<file path="src/rtl/pdp_pkg.sv">
// Shared encodings for the pdp sequencer and the 4-bit accumulator core it drives.
package pdp_pkg;

   typedef enum logic [1:0] {
      CMD_RESET     = 2'd0,
      CMD_LOAD_CODE = 2'd1,
      CMD_LOAD_DATA = 2'd2,
      CMD_RUN       = 2'd3
   } pdp_cmd_e;

   typedef enum logic [1:0] {
      INSTR_LOAD  = 2'd0,
      INSTR_STORE = 2'd1,
      INSTR_ADD   = 2'd2,
      INSTR_BZ    = 2'd3
   } pdp_instr_e;

   // Sequencer states; kept as plain constants so older tools can share the encoding.
   localparam logic [2:0] ST_IDLE  = 3'd0;
   localparam logic [2:0] ST_RST0  = 3'd1;
   localparam logic [2:0] ST_LCODE = 3'd2;
   localparam logic [2:0] ST_RST1  = 3'd3;
   localparam logic [2:0] ST_LDATA = 3'd4;
   localparam logic [2:0] ST_RST2  = 3'd5;
   localparam logic [2:0] ST_RUN   = 3'd6;
   localparam logic [2:0] ST_DONE  = 3'd7;

   localparam int IO_CLK_BIT = 0;
   localparam int IO_CMD_LSB = 1;
   localparam int IO_ARG_LSB = 4;

   function automatic logic [7:0] pack_io(input pdp_cmd_e cmd, input logic [3:0] arg,
                                          input logic cpu_clk);
      logic [7:0] io;
      io = '0;
      io[IO_CLK_BIT]      = cpu_clk;
      io[IO_CMD_LSB +: 2] = cmd;
      io[IO_ARG_LSB +: 4] = arg;
      return io;
   endfunction

endpackage

</file>
<file path="src/rtl/pdp_sequencer_if.sv">
// Command/status bus between the sequencer (master) and the accumulator core (slave).
interface pdp_sequencer_if #(
   parameter int CORE_IO_W = 8
);
   logic [CORE_IO_W-1:0] cpu_io_in;
   logic [CORE_IO_W-1:0] cpu_io_out;

   modport master (output cpu_io_in, input cpu_io_out);
   modport slave (input cpu_io_in, output cpu_io_out);
endinterface

</file>
<file path="src/rtl/pdp_cmd_phase.sv">
// Two-cycle SETUP/PULSE generator: holds cmd/arg with cpu_clk low, then high, then reports op_done.
module pdp_cmd_phase
   import pdp_pkg::*;
(
   input  logic       clk,
   input  logic       rst_n,
   input  logic       clear,
   input  logic       op_valid,
   input  pdp_cmd_e   cmd,
   input  logic [3:0] arg,
   output logic       op_done,
   output logic [7:0] io
);

   logic pulse;

   always_ff @(posedge clk or negedge rst_n) begin
      if (!rst_n) begin
         pulse <= 1'b0;
      end else if (clear || !op_valid) begin
         pulse <= 1'b0;
      end else begin
         pulse <= ~pulse;
      end
   end

   assign op_done = op_valid & pulse;
   assign io      = op_valid ? pack_io(cmd, arg, pulse) : 8'h00;

endmodule

</file>
<file path="src/rtl/pdp_sequencer.sv">
// Host-side load-and-run controller for the 4-bit accumulator core.
// Loads the full code/data image, resets to the entry pc, then steps the core until halt or limit.
module pdp_sequencer
   import pdp_pkg::*;
#(
   parameter int STEP_W    = 8,
   parameter int CORE_IO_W = 8
)(
   input  logic              clk,
   input  logic              rst_n,
   input  logic              start,
   input  logic              abort,
   input  logic [15:0]       prog_code,
   input  logic [31:0]       prog_data,
   input  logic [2:0]        start_pc,
   input  logic [STEP_W-1:0] run_steps,
   pdp_sequencer_if.master   core,
   output logic              busy,
   output logic              done,
   output logic              halted,
   output logic [STEP_W-1:0] steps_taken
);

   logic [2:0]           state;
   logic [2:0]           slot;
   logic                 run_check;
   logic [15:0]          code_q;
   logic [31:0]          data_q;
   logic [2:0]           pc_q;
   logic [STEP_W-1:0]    limit_q;
   logic [CORE_IO_W-1:0] snapshot;
   logic [STEP_W-1:0]    steps_next;
   logic                 op_valid;
   logic                 op_done;
   pdp_cmd_e             cmd;
   logic [3:0]           arg;
   logic [7:0]           phase_io;

   always_comb begin
      op_valid = 1'b0;
      cmd      = CMD_RESET;
      arg      = 4'h0;
      case (state)
         ST_RST0, ST_RST1: op_valid = 1'b1;
         ST_LCODE: begin
            op_valid = 1'b1;
            cmd      = CMD_LOAD_CODE;
            arg      = {2'b00, code_q[{slot, 1'b0} +: 2]};
         end
         ST_LDATA: begin
            op_valid = 1'b1;
            cmd      = CMD_LOAD_DATA;
            arg      = data_q[{slot, 2'b00} +: 4];
         end
         ST_RST2: begin
            op_valid = 1'b1;
            arg      = {1'b0, pc_q};
         end
         ST_RUN: begin
            op_valid = !run_check;
            cmd      = CMD_RUN;
         end
         default: ;
      endcase
   end

   assign steps_next = (&steps_taken) ? steps_taken : steps_taken + 1'b1;

   pdp_cmd_phase u_phase (
      .clk      (clk),
      .rst_n    (rst_n),
      .clear    (abort),
      .op_valid (op_valid),
      .cmd      (cmd),
      .arg      (arg),
      .op_done  (op_done),
      .io       (phase_io)
   );

   assign core.cpu_io_in = phase_io;

   // A Run step is SETUP (snapshot), PULSE, then a CHECK cycle; an unchanged status means a self-branch.
   always_ff @(posedge clk or negedge rst_n) begin
      if (!rst_n) begin
         state       <= ST_IDLE;
         slot        <= 3'd0;
         run_check   <= 1'b0;
         code_q      <= '0;
         data_q      <= '0;
         pc_q        <= 3'd0;
         limit_q     <= '0;
         snapshot    <= '0;
         halted      <= 1'b0;
         steps_taken <= '0;
      end else if (abort && state != ST_IDLE) begin
         state     <= ST_IDLE;
         slot      <= 3'd0;
         run_check <= 1'b0;
      end else begin
         case (state)
            ST_IDLE: begin
               if (start && !abort) begin
                  code_q      <= prog_code;
                  data_q      <= prog_data;
                  pc_q        <= start_pc;
                  limit_q     <= run_steps;
                  halted      <= 1'b0;
                  steps_taken <= '0;
                  slot        <= 3'd0;
                  run_check   <= 1'b0;
                  state       <= ST_RST0;
               end
            end
            ST_RST0: if (op_done) state <= ST_LCODE;
            ST_LCODE: begin
               if (op_done) begin
                  slot <= slot + 3'd1;
                  if (slot == 3'd7) state <= ST_RST1;
               end
            end
            ST_RST1: if (op_done) state <= ST_LDATA;
            ST_LDATA: begin
               if (op_done) begin
                  slot <= slot + 3'd1;
                  if (slot == 3'd7) state <= ST_RST2;
               end
            end
            ST_RST2: if (op_done) state <= (limit_q == '0) ? ST_DONE : ST_RUN;
            ST_RUN: begin
               if (run_check) begin
                  steps_taken <= steps_next;
                  run_check   <= 1'b0;
                  if (core.cpu_io_out == snapshot) begin
                     halted <= 1'b1;
                     state  <= ST_DONE;
                  end else if (steps_next >= limit_q) begin
                     state <= ST_DONE;
                  end
               end else if (!op_done) begin
                  snapshot <= core.cpu_io_out;
               end else begin
                  run_check <= 1'b1;
               end
            end
            ST_DONE: state <= ST_IDLE;
            default: state <= ST_IDLE;
         endcase
      end
   end

   assign busy = (state != ST_IDLE);
   assign done = (state == ST_DONE);

endmodule

</file>
<file path="src/flat_wrapper.sv">
// flat-port wrapper written by rule: the top's interface ports become plain ports
module pdp_sequencer_flat import pdp_pkg::*;
#(
   parameter int STEP_W    = 8,
   parameter int CORE_IO_W = 8
)
  (clk, rst_n, start, abort, prog_code, prog_data, start_pc, run_steps, busy, done, halted, steps_taken, core_cpu_io_in, core_cpu_io_out);
  pdp_sequencer_if #(.CORE_IO_W(CORE_IO_W)) core_i ();
  input  logic clk;
  input  logic rst_n;
  input  logic start;
  input  logic abort;
  input  logic [15:0] prog_code;
  input  logic [31:0] prog_data;
  input  logic [2:0] start_pc;
  input  logic [STEP_W-1:0] run_steps;
  output logic busy;
  output logic done;
  output logic halted;
  output logic [STEP_W-1:0] steps_taken;
  output wire logic [$bits(core_i.cpu_io_in)-1:0] core_cpu_io_in;
  input wire logic [$bits(core_i.cpu_io_out)-1:0] core_cpu_io_out;
  assign core_cpu_io_in = core_i.cpu_io_in;
  assign core_i.cpu_io_out = core_cpu_io_out;
  pdp_sequencer #(.STEP_W(STEP_W), .CORE_IO_W(CORE_IO_W)) u_core (.clk(clk), .rst_n(rst_n), .start(start), .abort(abort), .prog_code(prog_code), .prog_data(prog_data), .start_pc(start_pc), .run_steps(run_steps), .core(core_i), .busy(busy), .done(done), .halted(halted), .steps_taken(steps_taken));
endmodule
</file>
<file path="config.mk">
export PLATFORM = sky130hd
export DESIGN_NAME = pdp_sequencer_flat
export DESIGN_NICKNAME = d
export VERILOG_FILES = /design/src/rtl/pdp_pkg.sv /design/src/rtl/pdp_sequencer_if.sv /design/src/rtl/pdp_cmd_phase.sv /design/src/rtl/pdp_sequencer.sv /design/src/flat_wrapper.sv
export SDC_FILE = /design/constraint.sdc
export NUM_CORES = 1
export LEC_CHECK = 0
export BUFFER_PORTS_ARGS = -buffer_cell sky130_fd_sc_hd__buf_2
export CORE_ASPECT_RATIO = 0.6
export CORE_UTILIZATION = 60
export CTS_CLUSTER_SIZE = 40
export DETAILED_ROUTE_END_ITERATION = 8
export GPL_ROUTABILITY_DRIVEN = 0
export HOLD_SLACK_MARGIN = 0.05
export PLACE_DENSITY = 0.87
export SKIP_CTS_REPAIR_TIMING = 1
export SLEW_MARGIN = 10
export SYNTH_ARGS = -nofsm -noshare
export SYNTH_HDL_FRONTEND = slang
export SYNTH_SLANG_ARGS = --single-unit
export TNS_END_PERCENT = 30
</file>
<file path="constraint.sdc">
create_clock -name clk -period 5.35 [get_ports clk]
set_input_delay 0.535 -clock clk [delete_from_list [all_inputs] [get_ports clk]]
set_output_delay 0.535 -clock clk [all_outputs]
set_load 0.03 [all_outputs]
</file>
Yosys cells after proc, flatten, opt, wreduce, memory -nomap -nowiden
Index checks and enable logic that the tools add are counted.
{"block": "word_totals", "regBits": 84, "input_bits": 71, "output_inout_bits": 19, "wordCells": 101}
{"block": "op_classes", "n_addsub": 2, "order_cmp": 1, "n_eq_ne": 23, "n_shift": 2, "n_mux": 35, "n_bitwise": 5, "n_reduce_logical": 22}
{"cell": "3-bit two-way mux", "n": 15}
{"cell": "8-bit two-way mux", "n": 4}
{"cell": "32-bit by 6-bit variable part select with 4-bit output", "n": 1}
{"cell": "3-bit by 1-bit inequality test with 1-bit output (second input constant)", "n": 10}
{"cell": "3-bit case mux with 8 select lines", "n": 1}
{"cell": "8-bit case mux with 2 select lines", "n": 1}
{"cell": "16-bit by 5-bit variable part select with 2-bit output", "n": 1}
{"cell": "3-bit == test (second input constant)", "n": 5}
{"cell": "4-bit case mux with 3 select lines", "n": 1}
{"cell": "10-bit AND reduction", "n": 1}
{"cell": "3-bit nonzero test", "n": 3}
{"cell": "8-bit by 1-bit adder with 8-bit output (second input constant)", "n": 1}
{"cell": "8-bit == test", "n": 1}
{"cell": "8-bit greater-or-equal comparator", "n": 1}
{"cell": "8-bit zero test", "n": 1}
{"cell": "1-bit two-way mux", "n": 8}
{"cell": "4-bit AND reduction", "n": 2}
{"cell": "8-bit AND reduction", "n": 1}
{"cell": "3-bit by 2-bit == test with 1-bit output (second input constant)", "n": 2}
{"cell": "2-bit by 1-bit inequality test with 1-bit output (second input constant)", "n": 3}
{"cell": "1-bit case mux with 2 select lines", "n": 3}
{"cell": "2-bit case mux with 3 select lines", "n": 1}
{"cell": "3-bit case mux with 2 select lines", "n": 1}
{"cell": "3-bit AND reduction", "n": 2}
{"cell": "other kinds (14)", "n": 20}

Logic depth before layout (Yosys ltp)
{"block": "depth", "word_depth": 8, "depth_mapped": 12, "mapped_depth_nobuf": 12}

Cells and area by module
A second synthesis with hierarchy kept.
{"block": "hier_totals", "hier_cells": 475, "hier_area_um2": 4425.5}
{"mod": "pdp_sequencer", "n_inst": 1, "cells_each": 463, "area_each_um2": 4316.6, "seq_area_each_um2": 2077.0}
{"mod": "pdp_cmd_phase", "n_inst": 1, "cells_each": 12, "area_each_um2": 108.9, "seq_area_each_um2": 25.0}

Worst setup path after synthesis
OpenSTA, ideal clock, no wires.
{"block": "synth_path", "path_type": "register -> register", "from": "register u_core.steps_taken[0]", "to": "register u_core.state[0]", "setup_time_ns": 0.128, "t_arrival_ns": 3.149, "required_time_ns": 5.222, "path_slack_ns": 2.074, "path_stages_with_launch": 13, "n_path_buf": 0, "period_less_slack_ns": 3.276, "cell_sequence": "dfrtp_1 > ha_1 > and4_1 > nand4_1 > nand3_1 > o21ai_0 > inv_1 > ha_1 > a21o_1 > a21o_1 > a2111oi_2 > a31oi_2 > mux2_1"}
{"block": "synth_via", "elab_chain_cells": 5, "word_cells_on_any_way": 6, "cone_classes": "1 x add/sub; 1 x order compare; 1 x eq/ne; 1 x mux; 2 x reduce/logical"}
{"element": "start, declared", "line_no": "pdp_sequencer.sv:21", "text": "output logic [STEP_W-1:0] steps_taken"}
{"element": "start signal, assigned", "line_no": "pdp_sequencer.sv:131", "text": "steps_taken <= steps_next;"}
{"element": "8-bit by 1-bit adder with 8-bit output / 8-bit AND reduction (equally long branches)", "line_no": "pdp_sequencer.sv:67", "text": "assign steps_next = (&steps_taken) ? steps_taken : steps_taken + 1'b1;"}
{"element": "8-bit two-way mux (*)", "line_no": "pdp_sequencer.sv:67"}
{"element": "8-bit greater-or-equal comparator (*)", "line_no": "pdp_sequencer.sv:136", "text": "end else if (steps_next >= limit_q) begin"}
{"element": "4-bit by 1-bit inequality test with 1-bit output (no line) (*)"}
{"element": "10-bit AND reduction (no line) (*)"}
{"element": "end signal, assigned", "line_no": "pdp_sequencer.sv:128", "text": "ST_RST2: if (op_done) state <= (limit_q == '0) ? ST_DONE : ST_RUN;"}
{"element": "end, declared", "line_no": "pdp_sequencer.sv:24", "text": "logic [2:0] state;"}
Every way passes the cells marked *; elsewhere a longest branch is shown, timed or not.
A chain may end at the register's enable or synchronous reset.

Final worst setup path
Same ends and word-level chain as after synthesis.

==> key figures <==
Status
  – Run status: completed

Synth
  – Most numerous cell types in the synthesized netlist: sky130_fd_sc_hd__dfrtp_1, sky130_fd_sc_hd__mux2_1, sky130_fd_sc_hd__nand2_1
  – Leading area contributor after synthesis: sky130_fd_sc_hd__dfrtp_1
  – Post-synth EDFFs: 0
  – Synthesized instance count: 369
  – Mux cell area share after synthesis: between 20% and 30%
  – Avg Synthesized Cell Area: 12.2 µm²
  – Library cell with the highest instance count after synthesis: sky130_fd_sc_hd__dfrtp_1
  – Synth Flop Type: sky130_fd_sc_hd__dfrtp_1
  – Synth Area in Adders: 3.88%
  – Total of warnings raised by yosys: 0
  – Compound-gate portion of the synthesized area: 8.15%
  – Post-synthesis share of cell area spent on and, or, nand and nor gates: 9.45%
  – Parity-gate share of the synthesized area counting xor and xnor cells: 2.13%
  – Largest family of logic cells by synthesized area: multiplexers
  – Net count of the mapped netlist: roughly 450
  – Sequential fraction of the synthesis area: 46.6%
  – Largest cells by area after synthesis: sky130_fd_sc_hd__dfrtp_1, sky130_fd_sc_hd__mux2_1, sky130_fd_sc_hd__mux4_2, sky130_fd_sc_hd__ha_1, sky130_fd_sc_hd__mux2_4
  – Portion of synthesized cell area occupied by the leading cell type: ~47%
  – Post-synthesis cell type count: 59
  – Cell area after synthesis: 4520 µm²
  – Async set or reset register ratio after synthesis: 100%
  – Flops & latches, synth: 84

Timing
  – Achievable Freq: 279 MHz
  – Count of final setup violators: 0
  – RSZ-0062 raised after global routing: false
  – Period utilization: 67.0%
  – Number of failing hold endpoints at the final stage: 0
  – Post-layout minimum cycle time: between 3 and 4 ns
  – Final max-slew violation count: 0
  – Worst Tran Pin Value: 1.05 ns
  – Worst clock skew: 0.00530 ns
  – Total negative slack: 0 ns
  – Worst rel slew slack: 30.0%

Clocking
  – Max clock buf depth: 2
  – Number of buffers added by the clock tree synthesis step: 9
  – H-tree levels: 3
  – Number of clock sinks seen by CTS: 84
  – CTS tree: done
  – CTS Root Buffer Type: sky130_fd_sc_hd__clkbuf_16
  – Clock-pin transition on the worst setup and hold timing paths: 0.06 ns
  – Clock insertion delay at the later pin of the skew report: 0.34 ns

Pwr
  – Static leakage power: 2.53 nW
  – Max VDD drop: 0.000273 V
  – Power density of the placed cells: 397 nW/µm²

Detailed routing
  – Final antenna-violating net count: 0
  – DRC Markers: 0
  – Routed len/inst: around 17 µm
  – Via count: 3237
  – Number of violations reported at the end of detailed-routing iteration 0: approximately 250
  – Post-DR vias/cell: 5.79
  – Number of search-and-repair iterations in the first detailed-routing pass: 5
  – WL final: 9570 µm

Cells and area
  – Final Cell Area: 5260 µm²
  – Number of nets in the layout: 535
  – Antenna diodes: 0
  – Proportion of layout cells with a drive suffix above 1: 29.7%
  – Area growth, synth to finish: 16.5%
  – Final-layout fill cell count: 514

Floorplanning
  – Initial core utilization: 62.1%
  – Row count: 24
  – Count of boundary I/O pins: 90
  – Die area: 7890 µm²
  – Die X-Extent: 114 µm
  – Core region area: between 7000 and 8000 µm²
  – Die Ht: slightly below 70 µm

Place
  – Number of port buffers: 88
  – HPWL after detailed placement: 6850 µm
  – Cell area reported after detailed placement: 5000 µm²

Hold path
  – Hold WC Path Type: in2async

Worst setup path
  – Critical path class: reg2reg
  – Data arrival time of the critical path: around 3.8 ns
  – Launching point of the worst reg2reg path: u_core.steps_taken[0]
  – First element of the critical path: u_core.steps_taken[0]
  – Worst Setup Start Kind: flop
  – Worst path required time: approximately 5.6 ns
  – Highest fanout seen on the critical path: 8
  – Critical Path Sink Type: flop

Global route
  – Global-route wire length before repair: 16400 µm
  – Pin count of the biggest net entering global routing: 85
  – Total global-route track usage: 27.4%
  – Remaining global-route overflow: 0
  – Vias in the first global route: 3250
  – Number of antenna violations at the first check in global routing: 0

Job
  – Max-cap violations: 0
per-stage QoR:
stage / hold WS [ns] / instances / power [mW] / setup slack [ns] / util, %
after CTS: 0.397 / 559 / 2.10 / 1.80 / 72.4
after global routing: 0.398 / 559 / 2.21 / 1.59 / 72.4
after detailed placement: 0.477 / 543 / 1.55 / 1.85 / 68.8
final: 0.373 / 559 / 2.09 / 1.77 / 72.4
after floorplan: 0.239 / 369 / 1.37 / 2.07 / -
after global placement: 0.468 / 543 / 1.50 / 2.16 / 68.8
flip-flops by register name (all words and copies together), names as in the netlist:
register and count:
u_core.u_phase.pulse 1, u_core.snapshot 8, u_core.run_check 1, u_core.code_q 16, u_core.slot 3, u_core.halted 1
u_core.pc_q 3, u_core.steps_taken 8, u_core.limit_q 8, u_core.data_q 32, u_core.state 3
layer usage:
metal / GRT usage, % / vias to the layer above / part of all wire, %
met1: 39.2 / 1584 / 45
met5: 0 / - / 0
li1: - / 1498 / -
met3: 7.78 / 23 / 7.4
met4: 8.66 / 0 / 1.5
met2: 40.7 / 132 / 46
where the power goes:
| group | leakage (nW) | internal [mW] | total, mW | switching [mW] |
|---|---|---|---|---|
| logic | 1.37 | 0.298 | 0.552 | 0.254 |
| clock network | 0.127 | 0.314 | 0.549 | 0.235 |
| registers | 1.04 | 0.838 | 0.990 | 0.152 |
cells by family after synthesis:
| kind of cell | count (synthesis) |
|---|---|
| compound gates | 51 |
| xor+xnor | 11 |
| fa+ha+maj | 14 |
| buf+inv | 40 |
| flops | 84 |
| mux | 90 |
| other cells | 1 |
| simple gates | 78 |
final timing paths:
check                                   endpoint  slack [ns]  cells after the start
max reg2reg                      u_core.state[0]        1.77                     12
min in group clk                u_core.code_q[7]        0.41                      2
max in group asynchronous  u_core.steps_taken[2]        4.29                      1
max                              u_core.state[0]        1.77                     12
min                           u_core.snapshot[2]        0.37                      1
min reg2reg                    u_core.data_q[12]        0.49                      1
critical path, cell delays in order, from the launching register on:
cell,delay [ns]
sky130_fd_sc_hd__dfrtp_1,0.45
sky130_fd_sc_hd__ha_1,0.24
sky130_fd_sc_hd__and4_1,0.29
sky130_fd_sc_hd__nand4_1,0.36
sky130_fd_sc_hd__nand3_1,0.20
sky130_fd_sc_hd__o21ai_0,0.12
sky130_fd_sc_hd__inv_1,0.09
sky130_fd_sc_hd__ha_1,0.25
sky130_fd_sc_hd__a21o_1,0.18
sky130_fd_sc_hd__a21o_1,0.20
sky130_fd_sc_hd__a2111oi_2,0.55
sky130_fd_sc_hd__a31oi_2,0.19
sky130_fd_sc_hd__mux2_1,0.35
area by class of cell:
type / instances / area, µm² / share of cell area (%)
tap: 104 / 130 / 2.47
clock inverter: 4 / 26.3 / 0.499
sequential: 84 / 2100 / 40.0
inverter: 21 / 78.8 / 1.50
multi-input combinational: 245 / 2240 / 42.5
timing repair buffer: 89 / 450 / 8.56
clock buffer: 12 / 236 / 4.49
layout by cell type (no fill, tap or decap), types with 4 or more instances in the layout:
master / instances
sky130_fd_sc_hd__o21ai_0: 14
sky130_fd_sc_hd__inv_1: 19
sky130_fd_sc_hd__mux2i_1: 10
sky130_fd_sc_hd__nor2_1: 13
sky130_fd_sc_hd__clkbuf_16: 9
sky130_fd_sc_hd__buf_2: 87
sky130_fd_sc_hd__mux2_1: 59
sky130_fd_sc_hd__dfrtp_1: 84
sky130_fd_sc_hd__mux2_4: 8
sky130_fd_sc_hd__nor3_1: 4
sky130_fd_sc_hd__ha_1: 14
sky130_fd_sc_hd__xor2_1: 8
sky130_fd_sc_hd__a21oi_1: 13
sky130_fd_sc_hd__nand3_1: 5
sky130_fd_sc_hd__nand2_1: 23
sky130_fd_sc_hd__nand2b_1: 8
sky130_fd_sc_hd__mux4_2: 12
(Power assumes the default switching activity.)
